[src/rtl/wb_stage_pkg.sv]
// Shared widths and load opcodes for the MiniMIPS32 write-back stage.
// The aluop codes must stay identical to the ones the ID/EXE/MEM decoders use.
package wb_stage_pkg;

  localparam int REG_BUS        = 32;
  localparam int DOUBLE_REG_BUS = 64;
  localparam int BSEL_BUS       = 4;
  localparam int ALUOP_BUS      = 8;
  localparam int REG_ADDR_BUS   = 5;
  localparam int INST_ADDR_BUS  = 32;

  localparam logic [ALUOP_BUS-1:0] MINIMIPS32_LB  = 8'h90;
  localparam logic [ALUOP_BUS-1:0] MINIMIPS32_LBU = 8'h91;
  localparam logic [ALUOP_BUS-1:0] MINIMIPS32_LH  = 8'h92;
  localparam logic [ALUOP_BUS-1:0] MINIMIPS32_LHU = 8'h93;
  localparam logic [ALUOP_BUS-1:0] MINIMIPS32_LW  = 8'h94;

  typedef enum logic [1:0] {
    LD_NONE,
    LD_BYTE,
    LD_HALF,
    LD_WORD
  } ld_size_e;

endpackage

[src/rtl/wb_stage_hilo_reg.sv]
// Architectural HI/LO pair: 64-bit register with write enable.
// Asynchronous active-low reset clears both halves immediately.
module hilo_reg
  import wb_stage_pkg::*;
(
  input  logic                      clk,
  input  logic                      rst_n,
  input  logic                      i_we,
  input  logic [DOUBLE_REG_BUS-1:0] i_d,
  output logic [DOUBLE_REG_BUS-1:0] o_q
);

  logic [DOUBLE_REG_BUS-1:0] r_q;

  always_ff @(posedge clk or negedge rst_n) begin
    if (!rst_n) begin
      r_q <= '0;
    end else if (i_we) begin
      r_q <= i_d;
    end
  end

  assign o_q = r_q;

endmodule

[src/rtl/wb_stage.sv]
// MiniMIPS32 write-back stage: selects ALU or aligned load data for the
// register file, holds HI/LO and drives the debug trace port.
module wb_stage
  import wb_stage_pkg::*;
(
  input  logic                      cpu_clk_50M,
  input  logic                      cpu_rst_n,
  input  logic [REG_ADDR_BUS-1:0]   wb_wa,
  input  logic                      wb_wreg,
  input  logic [REG_BUS-1:0]        wb_dreg,
  input  logic                      wb_mreg,
  input  logic [BSEL_BUS-1:0]       wb_dre,
  input  logic [ALUOP_BUS-1:0]      wb_aluop,
  input  logic                      wb_whilo,
  input  logic [DOUBLE_REG_BUS-1:0] wb_hilo,
  input  logic [INST_ADDR_BUS-1:0]  wb_pc,
  input  logic [REG_BUS-1:0]        dm,
  output logic [REG_ADDR_BUS-1:0]   wb_wa_o,
  output logic                      wb_wreg_o,
  output logic [REG_BUS-1:0]        wb_wd_o,
  output logic [REG_BUS-1:0]        hi_o,
  output logic [REG_BUS-1:0]        lo_o,
  output logic                      wb_whilo_o,
  output logic [DOUBLE_REG_BUS-1:0] wb_hilo_o,
  output logic [INST_ADDR_BUS-1:0]  debug_wb_pc,
  output logic [3:0]                debug_wb_rf_wen,
  output logic [REG_ADDR_BUS-1:0]   debug_wb_rf_wnum,
  output logic [REG_BUS-1:0]        debug_wb_rf_wdata
);

  // Lane pattern must match the opcode's access size, otherwise the result is 0.
  function automatic logic [REG_BUS-1:0] alignLoad(
    input logic [ALUOP_BUS-1:0] aluop,
    input logic [BSEL_BUS-1:0]  dre,
    input logic [REG_BUS-1:0]   data
  );
    ld_size_e            size;
    logic [7:0]          b;
    logic [15:0]         h;
    logic [REG_BUS-1:0]  r;
    size = LD_NONE;
    b    = '0;
    h    = '0;
    r    = '0;
    case (dre)
      4'b0001: begin size = LD_BYTE; b = data[7:0];   end
      4'b0010: begin size = LD_BYTE; b = data[15:8];  end
      4'b0100: begin size = LD_BYTE; b = data[23:16]; end
      4'b1000: begin size = LD_BYTE; b = data[31:24]; end
      4'b0011: begin size = LD_HALF; h = data[15:0];  end
      4'b1100: begin size = LD_HALF; h = data[31:16]; end
      4'b1111: size = LD_WORD;
      default: size = LD_NONE;
    endcase
    case (aluop)
      MINIMIPS32_LB:  if (size == LD_BYTE) r = {{24{b[7]}}, b};
      MINIMIPS32_LBU: if (size == LD_BYTE) r = {24'b0, b};
      MINIMIPS32_LH:  if (size == LD_HALF) r = {{16{h[15]}}, h};
      MINIMIPS32_LHU: if (size == LD_HALF) r = {16'b0, h};
      MINIMIPS32_LW:  if (size == LD_WORD) r = data;
      default:        r = '0;
    endcase
    return r;
  endfunction

  logic [REG_BUS-1:0]        w_wd;
  logic [DOUBLE_REG_BUS-1:0] w_hilo_q;

  assign w_wd = wb_mreg ? alignLoad(wb_aluop, wb_dre, dm) : wb_dreg;

  hilo_reg u_hilo_reg (
    .clk   (cpu_clk_50M),
    .rst_n (cpu_rst_n),
    .i_we  (wb_whilo),
    .i_d   (wb_hilo),
    .o_q   (w_hilo_q)
  );

  assign wb_wa_o    = wb_wa;
  assign wb_wreg_o  = wb_wreg;
  assign wb_wd_o    = w_wd;

  // No bypass here: EXE forwards the in-flight value from wb_whilo_o/wb_hilo_o.
  assign hi_o       = w_hilo_q[63:32];
  assign lo_o       = w_hilo_q[31:0];
  assign wb_whilo_o = wb_whilo;
  assign wb_hilo_o  = wb_hilo;

  assign debug_wb_pc       = wb_pc;
  assign debug_wb_rf_wen   = {4{wb_wreg}};
  assign debug_wb_rf_wnum  = wb_wa;
  assign debug_wb_rf_wdata = w_wd;

endmodule

[config.mk]
export PLATFORM = sky130hd
export DESIGN_NAME = wb_stage
export DESIGN_NICKNAME = d
export VERILOG_FILES = /design/src/rtl/wb_stage_pkg.sv /design/src/rtl/wb_stage_hilo_reg.sv /design/src/rtl/wb_stage.sv
export SDC_FILE = /design/constraint.sdc
export NUM_CORES = 1
export LEC_CHECK = 0
export CAP_MARGIN = 5
export CELL_PAD_IN_SITES_DETAIL_PLACEMENT = 1
export CELL_PAD_IN_SITES_GLOBAL_PLACEMENT = 1
export CORE_AREA = 5 5 160 162
export DETAILED_ROUTE_END_ITERATION = 10
export DIE_AREA = 0 0 165 167
export HOLD_SLACK_MARGIN = 0.05
export MAX_ROUTING_LAYER = met4
export PLACE_DENSITY_LB_ADDON = 0.15
export SLEW_MARGIN = 5
export SYNTH_ARGS = -nofsm -noshare
export SYNTH_HDL_FRONTEND = slang
export SYNTH_SLANG_ARGS = --single-unit
[constraint.sdc]
create_clock -name cpu_clk_50M -period 4.75 [get_ports cpu_clk_50M]
set_clock_uncertainty 0.05 [all_clocks]
set_input_delay 1.425 -clock cpu_clk_50M [delete_from_list [all_inputs] [get_ports cpu_clk_50M]]
set_output_delay 1.425 -clock cpu_clk_50M [all_outputs]
set_load 0.02 [all_outputs]
==> flow_metrics.py, run 1 <==
metrics = {
    "timing": {
        "fmax_mhz": 207,
        "final-setup-viol-count": 45,
        "rsz0062_at_grt": "true",
        "slew_viol_final": 0,
        "period_share": 1.02,
        "timing.final.ws_setup_ns": -0.0758,
        "relSlewSlack": 0.279,
        "finalHoldViolCount": 0,
        "hold_slack_ns": 0.454,
        "finalCriticalPeriod_ns": 4.83,
        "worstMarginPinSlew_ns": 1.08,
        "fin_tns_setup_ns": -0.719,
    },
    "global_routing": {
        "antenna_found_initial": 0,
        "grt_usage": 0.155,
        "grt_pass1_vias": 5234,
        "grt_max_degree": 65,
        "grt_overflow": 0,
        "grt_pass1_wl_mm": 31.8,
    },
    "critical_path": {
        "max_stage_delay_ns": 0.56,
        "cp_top_family": "buffers and inverters",
        "crit_buf_inv": 6,
        "path_cells": "buf_6, or4b_4, buf_4, nor4_4, buf_4, o211ai_4, buf_12, a31oi_4, buf_6, buf_6",
        "startpoint_type": "primary input",
        "crit_top_cell": "buf_6",
        "cp.arrival_ns": 3.35,
        "worstSetupPathType": "primary input to primary output",
        "crit_required_ns": 3.27,
        "cp_slowest_cell": "or4b_4",
        "worstPathMaxFanout": 7,
        "end_kind": "primary output",
    },
    "drt": {
        "ant_nets": 0,
        "drtPass1Iterations": 4,
        "drtIter0Drc": 168,
        "route.detailed.drc": 0,
        "vias": 4668,
        "wl_per_cell_um": 20.4,
        "vias_per_cell": 4.36,
        "totalWireLength_mm": 21.9,
    },
    "layout": {
        "area_growth_pct": 81.6,
        "n_antenna_cell": 0,
        "fin_nets": 924,
        "stdcell_area_um2": 8880,
        "multi_input_area_um2": 2430,
        "largest_reg_flops": 64,
        "seq_area_um2": 1600,
        "fin_cells": 1071,
        "drive_gt1_frac": 0.373,
        "num-fill-cells": 2624,
    },
    "synthesis": {
        "synth_area_per_cell_um2": 9.95,
        "synth_fp_nets": 673,
        "synth.distinct_cells": 46,
        "synth_ff_type": "dfrtp_1",
        "async_flop_share": 1.00,
        "netlist_area_um2": 4890,
        "synth-seq-cells": 64,
        "synth_warnings": 0,
        "synth_edf_count": 0,
        "synthCells": 491,
        "seq_area_frac_synth": 0.328,
    },
    "floorplanning": {
        "die-area_um2": 27600,
        "coreArea_um2": 24000,
        "die_w_um": 165,
        "initial_core_util": 0.204,
        "rows": 57,
        "io_pins": 422,
        "die_h_um": 167,
    },
    "clock_network": {
        "cts_tree": "yes",
        "cts_buffers": 9,
        "root_buffer": "clkbuf_16",
        "cts.path.max_buffers": 2,
        "clk_pin_slew_worst_paths_ns": 0.05,
        "cts_sinks": 64,
        "ctsHoldBuffers": 0,
        "htreeDepth": 3,
        "clk_latency_ns": 0.33,
    },
    "placement": {
        "gp_congestion": 0.807,
        "pre_cts_slack_ns": -0.835,
        "hpwlAfterDp_mm": 17.5,
        "placed_cell_area_um2": 8160,
        "port_buffers": 336,
        "dp_cells": 1035,
    },
    "power": {
        "p_leak_nw": 3.48,
        "max-vdd-ir-drop_mv": 0.155,
        "power.density_nw_per_um2": 227,
    },
    "worst_hold_path": {
        "worst_hold_path_type": "register to register",
    },
    "run_status": {
        "violations": "negative setup slack",
        "status": "finished with violations",
    },
    "run": {
        "cap_violations": 0,
    },
}
-- metal layers --
metal,part of all wire,up-vias,track usage
met5,0,-,-
met3,0.061,40,0.0415
met2,0.54,178,0.276
met1,0.38,2318,0.168
li1,-,2132,-
met4,0.019,0,0.0405
-- cell usage in the layout, fill, tap and decap left out, types with 8 or more instances in the layout --
cell / n
a22oi_1: 8
clkbuf_16: 10
nand4_1: 9
dfrtp_1: 64
nor2_1: 15
nand3b_1: 18
a21oi_1: 16
mux2_2: 64
buf_6: 52
o221ai_2: 8
clkdlybuf4s50_1: 258
buf_4: 75
inv_1: 11
and2b_1: 13
a31oi_4: 16
o211ai_1: 8
buf_12: 8
-- kinds of logic after synthesis --
group | Yosys count | share of synthesized area
buffers and inverters | 184 | 0.259
muxes | 64 | 0.147
AOI/OAI and AO/OA | 88 | 0.138
DFF | 64 | 0.328
xor gates and xnor gates | 1 | 0.00179
and+or+nand+nor | 90 | 0.126
-- path summary, 6_finish.rpt --
kind | from | to | slack [ns] | depth (start not counted)
max | wb_aluop[6] | debug_wb_rf_wdata[17] | -0.08 | 10
min | u_hilo_reg.o_q[35]$_DFFE_PN0P_ | u_hilo_reg.o_q[35]$_DFFE_PN0P_ | 0.45 | 1
max reg2reg | u_hilo_reg.o_q[14]$_DFFE_PN0P_ | u_hilo_reg.o_q[14]$_DFFE_PN0P_ | 3.93 | 1
min reg2reg | u_hilo_reg.o_q[35]$_DFFE_PN0P_ | u_hilo_reg.o_q[35]$_DFFE_PN0P_ | 0.45 | 1
max in group asynchronous | cpu_rst_n | u_hilo_reg.o_q[5]$_DFFE_PN0P_ | 2.54 | 2
min in group asynchronous | cpu_rst_n | u_hilo_reg.o_q[23]$_DFFE_PN0P_ | 1.24 | 1
-- area by class of cell --
type	instances	area share
inverters	13	0.00592
well taps	324	0.0457
multi-input cells	243	0.274
repair buffers	411	0.461
clock inverters	6	0.00775
flip-flops and latches	64	0.180
clock buffers	10	0.0258
-- Yosys cell counts (all sizes together), types with 3 or more instances --
cell type | n | area share
a21oi | 24 | 0.025
a22oi | 8 | 0.012
a31oi | 16 | 0.024
a32o | 7 | 0.014
a32oi | 7 | 0.013
and2b | 13 | 0.020
buf | 155 | 0.24
clkbuf | 16 | 0.012
dfrtp | 64 | 0.33
inv | 13 | 0.010
mux2 | 64 | 0.15
nand2 | 3 | 0.0023
nand3 | 8 | 0.0082
nand3b | 18 | 0.028
nand4 | 9 | 0.012
nor2 | 19 | 0.015
nor2b | 3 | 0.0038
nor3 | 3 | 0.0041
nor4 | 3 | 0.010
nor4b | 4 | 0.012
o211ai | 9 | 0.015
o221ai | 8 | 0.014
-- per-stage QoR --
step                      power, mW   util
after floorplan                1.03      -
after global placement         1.35  0.341
after detailed placement       1.35  0.341
after CTS                      2.04  0.362
after global routing           2.11  0.370
final                          2.01  0.370
-- where the power goes --
part	internal (mW)	switching [mW]
Sequential	0.600	0.0282
Combinational	0.383	0.345
Clock	0.409	0.248
Total	1.39	0.621
-- what timing repair did --
item,CTS,global route
hold endpoints to repair,0,0
gates resized for setup,388,41
pin swaps,14,26
cloned,4,1
buffers inserted,12,3
setup endpoints to repair,64,64
Note: power is estimated with default switching activity, not from simulation.
==> inputs of run 2 (changes only) <==
Settings changed: CORE_AREA 5 5 160 162 to not set, CORE_MARGIN set to 5, CORE_UTILIZATION set to 20, DIE_AREA 0 0 165 167 to not set.
Clock period 4.75 ns to 4.05 ns, I/O delays scaled along.
==> run 2 against run 1 <==
The run still ends with negative setup slack left. Die area rose by 0.39%. Power rose by 19%. Combinational power rose by 20%. Sequential power rose by 18%. Utilization rose by 0.93 points. First-iteration DRC count fell by 4.8%. Count of clock-buffer cells in the layout rose by 2. Final cell count rose by 0.93%.
==> flow_metrics.py, run 2 (synthesized netlist as in run 1, its figures left out) <==
metrics = {
    "placement": {
        "pre_cts_slack_ns": -1.11,
        "port_buffers": 336,
        "hpwlAfterDp_mm": 18.1,
        "gp_congestion": 0.852,
        "placed_cell_area_um2": 8290,
    },
    "clock_network": {
        "ctsHoldBuffers": 0,
        "clk_pin_slew_worst_paths_ns": 0.06,
        "cts_sinks": 64,
        "cts_tree": "yes",
        "cts.path.max_buffers": 2,
        "cts_buffers": 9,
        "clk_latency_ns": 0.32,
        "root_buffer": "clkbuf_16",
        "htreeDepth": 3,
    },
    "power": {
        "max-vdd-ir-drop_mv": 0.228,
        "p_leak_nw": 3.59,
        "power.density_nw_per_um2": 262,
    },
    "critical_path": {
        "worstSetupPathType": "primary input to primary output",
        "startpoint_type": "primary input",
        "crit_required_ns": 2.78,
        "worstPathMaxFanout": 5,
        "cp.arrival_ns": 3.04,
        "end_kind": "primary output",
    },
    "drt": {
        "vias": 4689,
        "vias_per_cell": 4.34,
        "route.detailed.drc": 0,
        "wl_per_cell_um": 20.7,
        "drtIter0Drc": 160,
        "totalWireLength_mm": 22.4,
        "drtPass1Iterations": 4,
        "ant_nets": 0,
    },
    "floorplanning": {
        "io_pins": 422,
        "initial_core_util": 0.202,
        "coreArea_um2": 24200,
        "die_w_um": 166,
        "die-area_um2": 27700,
        "die_h_um": 166,
        "rows": 57,
    },
    "global_routing": {
        "grt_overflow": 0,
        "grt_pass1_wl_mm": 33.8,
        "grt_usage": 0.160,
        "antenna_found_initial": 1,
        "grt_pass1_vias": 5527,
        "grt_max_degree": 65,
    },
    "run_status": {
        "violations": "negative setup slack",
        "status": "finished with violations",
    },
    "timing": {
        "final-setup-viol-count": 64,
        "worstMarginPinSlew_ns": 0.826,
        "finalCriticalPeriod_ns": 4.31,
        "rsz0062_at_grt": "true",
        "slew_viol_final": 0,
        "relSlewSlack": 0.449,
        "hold_slack_ns": 0.454,
        "finalHoldViolCount": 0,
        "timing.final.ws_setup_ns": -0.256,
        "fin_tns_setup_ns": -13.38,
        "fmax_mhz": 232,
        "period_share": 1.06,
    },
    "layout": {
        "drive_gt1_frac": 0.411,
        "area_growth_pct": 87.8,
        "fin_util": 0.380,
        "fin_nets": 933,
        "stdcell_area_um2": 9180,
        "largest_reg_flops": 64,
        "final_cell_mix": "clkdlybuf4s50_1 (259), buf_4 (70), buf_6 (67), mux2_2 (64), dfrtp_1 (64)",
        "final_common_cell": "clkdlybuf4s50_1",
    },
    "run": {
        "cap_violations": 0,
    },
    "worst_hold_path": {
        "worst_hold_path_type": "register to register",
    },
}
run 2: cell count changes in the layout (fill, tap and decap cells not counted), moves of 4 or more:
cell | before | now
a21oi_2 | 6 | 12
buf_4 | 75 | 70
nand3_1 | 7 | 0
a21oi_1 | 16 | 10
a32oi_2 | 0 | 5
nor2_1 | 15 | 19
buf_6 | 52 | 67
nand3_2 | 1 | 6
a32oi_1 | 7 | 0
run 2: metal layers:
metal	part of all wire	wire length (um)	track usage
met1	0.38	8410	0.165
met2	0.54	12100	0.296
met3	0.072	1610	0.0521
met4	0.011	250	0.0331
met5	0	0	-
run 2: layout make-up:
type | instances | area [um^2]
antenna | 1 | 2.50
inverter | 13 | 48.8
clock buffer | 12 | 256
sequential | 64 | 1600
timing repair buffer | 420 | 4210
clock inverter | 4 | 51.3
fill | 2621 | 15000
multi-input combinational | 243 | 2610
tap | 324 | 405
run 2: repair_timing:
action,4_1_cts,5_1_grt
setup endpoints to repair,64,64
gates resized for setup,449,17
gates cloned,3,1
pin swaps,40,16
setup buffers,13,3
run 2: worst max-delay path: stages:
cell and delay (ns):
buf_6 0.09, or4b_4 0.58, buf_6 0.15, nor4_4 0.13, buf_4 0.18, o211ai_4 0.15
clkbuf_16 0.21, a31oi_4 0.19, buf_6 0.14
run 2: where the power goes:
| part | internal (mW) | total (mW) | switching [mW] |
|---|---|---|---|
| combinational | 0.458 | 0.875 | 0.416 |
| sequential | 0.704 | 0.739 | 0.0345 |
| clock | 0.511 | 0.789 | 0.278 |
| total | 1.67 | 2.40 | 0.729 |
run 2: final timing paths:
kind | from | endpoint | slack, ns | cells past startpoint
setup / recovery | wb_aluop[3] | wb_wd_o[29] | -0.26 | 9
hold / removal | u_hilo_reg.o_q[26]$_DFFE_PN0P_ | u_hilo_reg.o_q[26]$_DFFE_PN0P_ | 0.45 | 1
setup reg to reg | u_hilo_reg.o_q[10]$_DFFE_PN0P_ | u_hilo_reg.o_q[10]$_DFFE_PN0P_ | 3.23 | 1
hold reg to reg | u_hilo_reg.o_q[26]$_DFFE_PN0P_ | u_hilo_reg.o_q[26]$_DFFE_PN0P_ | 0.45 | 1
max in group asynchronous | cpu_rst_n | u_hilo_reg.o_q[19]$_DFFE_PN0P_ | 2.13 | 2
min in group asynchronous | cpu_rst_n | u_hilo_reg.o_q[52]$_DFFE_PN0P_ | 0.89 | 1
run 2: through the flow:
step,instances,power [mW]
finish,1081,2.40
global route,1081,2.52
CTS,1076,2.44
detailed placement,1044,1.60
global placement,1044,1.59
floorplan,491,1.21
==> inputs of run 3 (changes only) <==
Settings changed: CORE_MARGIN 5 to 3, CTS_CLUSTER_DIAMETER set to 120, TNS_END_PERCENT set to 30.
==> run 3 against run 2 <==
The run still ends with negative setup slack left. Clock power rose by 14%. Sequential power about the same. Final cell count shrank 0.74%. Combinational power shrank 1%. Utilization grew 0.10 points. Sequential cell count unchanged. Final area down 1.5%. Power increased by 4.1%. Largest power group is now clock.
==> flow_metrics.py, run 3 (synthesized netlist as in run 1, its figures left out) <==
metrics = {
    "critical_path": {
        "crit_required_ns": 2.78,
        "worstPathMaxFanout": 6,
        "worstSetupPathType": "primary input to primary output",
        "cp.arrival_ns": 3.09,
        "end_kind": "primary output",
        "startpoint_type": "primary input",
        "ff2ff_path_depth": 1,
    },
    "floorplanning": {
        "initial_core_util": 0.206,
        "coreArea_um2": 23800,
        "die_w_um": 162,
        "io_pins": 422,
        "die_h_um": 162,
        "die-area_um2": 26300,
        "rows": 56,
    },
    "timing": {
        "fin_tns_setup_ns": -15.48,
        "relSlewSlack": 0.433,
        "rsz0062_at_grt": "true",
        "finalCriticalPeriod_ns": 4.35,
        "hold_slack_ns": 0.456,
        "timing.final.ws_setup_ns": -0.301,
        "period_share": 1.07,
        "worstMarginPinSlew_ns": 0.851,
        "final-setup-viol-count": 64,
        "finalHoldViolCount": 0,
        "fmax_mhz": 230,
        "slew_viol_final": 0,
    },
    "clock_network": {
        "root_buffer": "clkbuf_16",
        "cts_sinks": 64,
        "cts_buffers": 9,
        "ctsHoldBuffers": 0,
        "htreeDepth": 3,
        "cts.path.max_buffers": 2,
        "cts_tree": "yes",
        "clk_latency_ns": 0.32,
        "clk_pin_slew_worst_paths_ns": 0.05,
    },
    "drt": {
        "vias": 4726,
        "vias_per_cell": 4.40,
        "totalWireLength_mm": 21.8,
        "drtIter0Drc": 145,
        "wl_per_cell_um": 20.3,
        "drtPass1Iterations": 5,
        "ant_nets": 0,
        "route.detailed.drc": 0,
    },
    "layout": {
        "final_cell_mix": "clkdlybuf4s50_1 (257), buf_4 (93), mux2_2 (64), dfrtp_1 (64), buf_6 (44)",
        "stdcell_area_um2": 9040,
        "largest_reg_flops": 64,
        "fin_nets": 931,
        "drive_gt1_frac": 0.386,
        "n_antenna_cell": 0,
        "final_common_cell": "clkdlybuf4s50_1",
        "area_growth_pct": 85.0,
    },
    "worst_hold_path": {
        "worst_hold_path_type": "register to register",
        "hold_depth": 1,
    },
    "placement": {
        "port_buffers": 336,
        "placed_cell_area_um2": 8270,
        "gp_congestion": 0.773,
        "hpwlAfterDp_mm": 17.4,
    },
    "global_routing": {
        "antenna_found_initial": 0,
        "grt_max_degree": 65,
        "grt_pass1_vias": 5263,
        "grt_pass1_wl_mm": 31.7,
        "grt_usage": 0.160,
        "grt_overflow": 0,
    },
    "run_status": {
        "violations": "negative setup slack",
        "status": "finished with violations",
    },
    "power": {
        "p_leak_nw": 3.57,
        "max-vdd-ir-drop_mv": 0.184,
        "power.density_nw_per_um2": 277,
    },
    "run": {
        "cap_violations": 0,
    },
}
run 3: cell count changes in the layout (fill, tap and decap cells not counted), sizes merged, moves of 2 or more:
| cell | before | now |
|---|---|---|
| buf | 152 | 149 |
| bufinv | 1 | 3 |
| clkbuf | 15 | 11 |
| clkdlybuf4s50 | 259 | 257 |
| clkinv | 1 | 3 |
| dlymetal6s2s | 0 | 5 |
| inv | 14 | 12 |
run 3: cell type report:
type | count | area, um^2
inverter | 13 | 52.6
clock buffer | 9 | 225
multi-input combinational | 243 | 2540
clock inverter | 7 | 120
fill | 2554 | 14700
sequential | 64 | 1600
tap | 319 | 399
timing repair buffer | 418 | 4110
run 3: power breakdown:
part	internal, mW	leakage [nW]	switching, mW	total (mW)
combinational	0.455	2.65	0.410	0.865
sequential	0.704	0.748	0.0329	0.737
clock	0.602	0.166	0.297	0.899
total	1.76	3.57	0.740	2.50
run 3: worst paths after layout:
kind                                           startpoint                             end  slack, ns
max                                           wb_aluop[6]           debug_wb_rf_wdata[31]      -0.30
min                        u_hilo_reg.o_q[45]$_DFFE_PN0P_  u_hilo_reg.o_q[45]$_DFFE_PN0P_       0.46
max reg2reg                u_hilo_reg.o_q[33]$_DFFE_PN0P_  u_hilo_reg.o_q[33]$_DFFE_PN0P_       3.21
min reg2reg                u_hilo_reg.o_q[45]$_DFFE_PN0P_  u_hilo_reg.o_q[45]$_DFFE_PN0P_       0.46
max in group asynchronous                       cpu_rst_n  u_hilo_reg.o_q[47]$_DFFE_PN0P_       2.37
min in group asynchronous                       cpu_rst_n  u_hilo_reg.o_q[27]$_DFFE_PN0P_       0.85
run 3: metal layers:
| layer | GRT usage | vias up | share of wire |
|---|---|---|---|
| li1 | - | 2143 | - |
| met5 | - | - | 0 |
| met3 | 0.0413 | 33 | 0.071 |
| met2 | 0.279 | 204 | 0.53 |
| met1 | 0.183 | 2346 | 0.38 |
| met4 | 0.0434 | 0 | 0.017 |
run 3: repair_timing:
item / in CTS / in global routing
buffers inserted: 4 / 9
resized for setup: 355 / 67
cloned: 2 / 2
setup endpoints to repair: 64 / 64
pin swaps: 10 / 22
run 3: critical path, cell delays in order:
cell and delay (ns):
buf_6 0.09, or4b_4 0.62, a2111oi_4 0.27, buf_6 0.18
buf_12 0.11, buf_12 0.11, nor2_1 0.05, a31oi_2 0.24
buf_4 0.20
run 3: per-stage QoR:
step	cells	power (mW)	worst slack (ns)	utilization
2_1_floorplan	491	1.21	-0.319	-
3_3_place_gp	1041	1.59	-1.09	0.348
3_5_place_dp	1041	1.60	-1.14	0.348
4_1_cts	1063	2.53	-0.444	0.367
5_1_grt	1073	2.61	-0.369	0.381
6_report	1073	2.50	-0.301	0.381
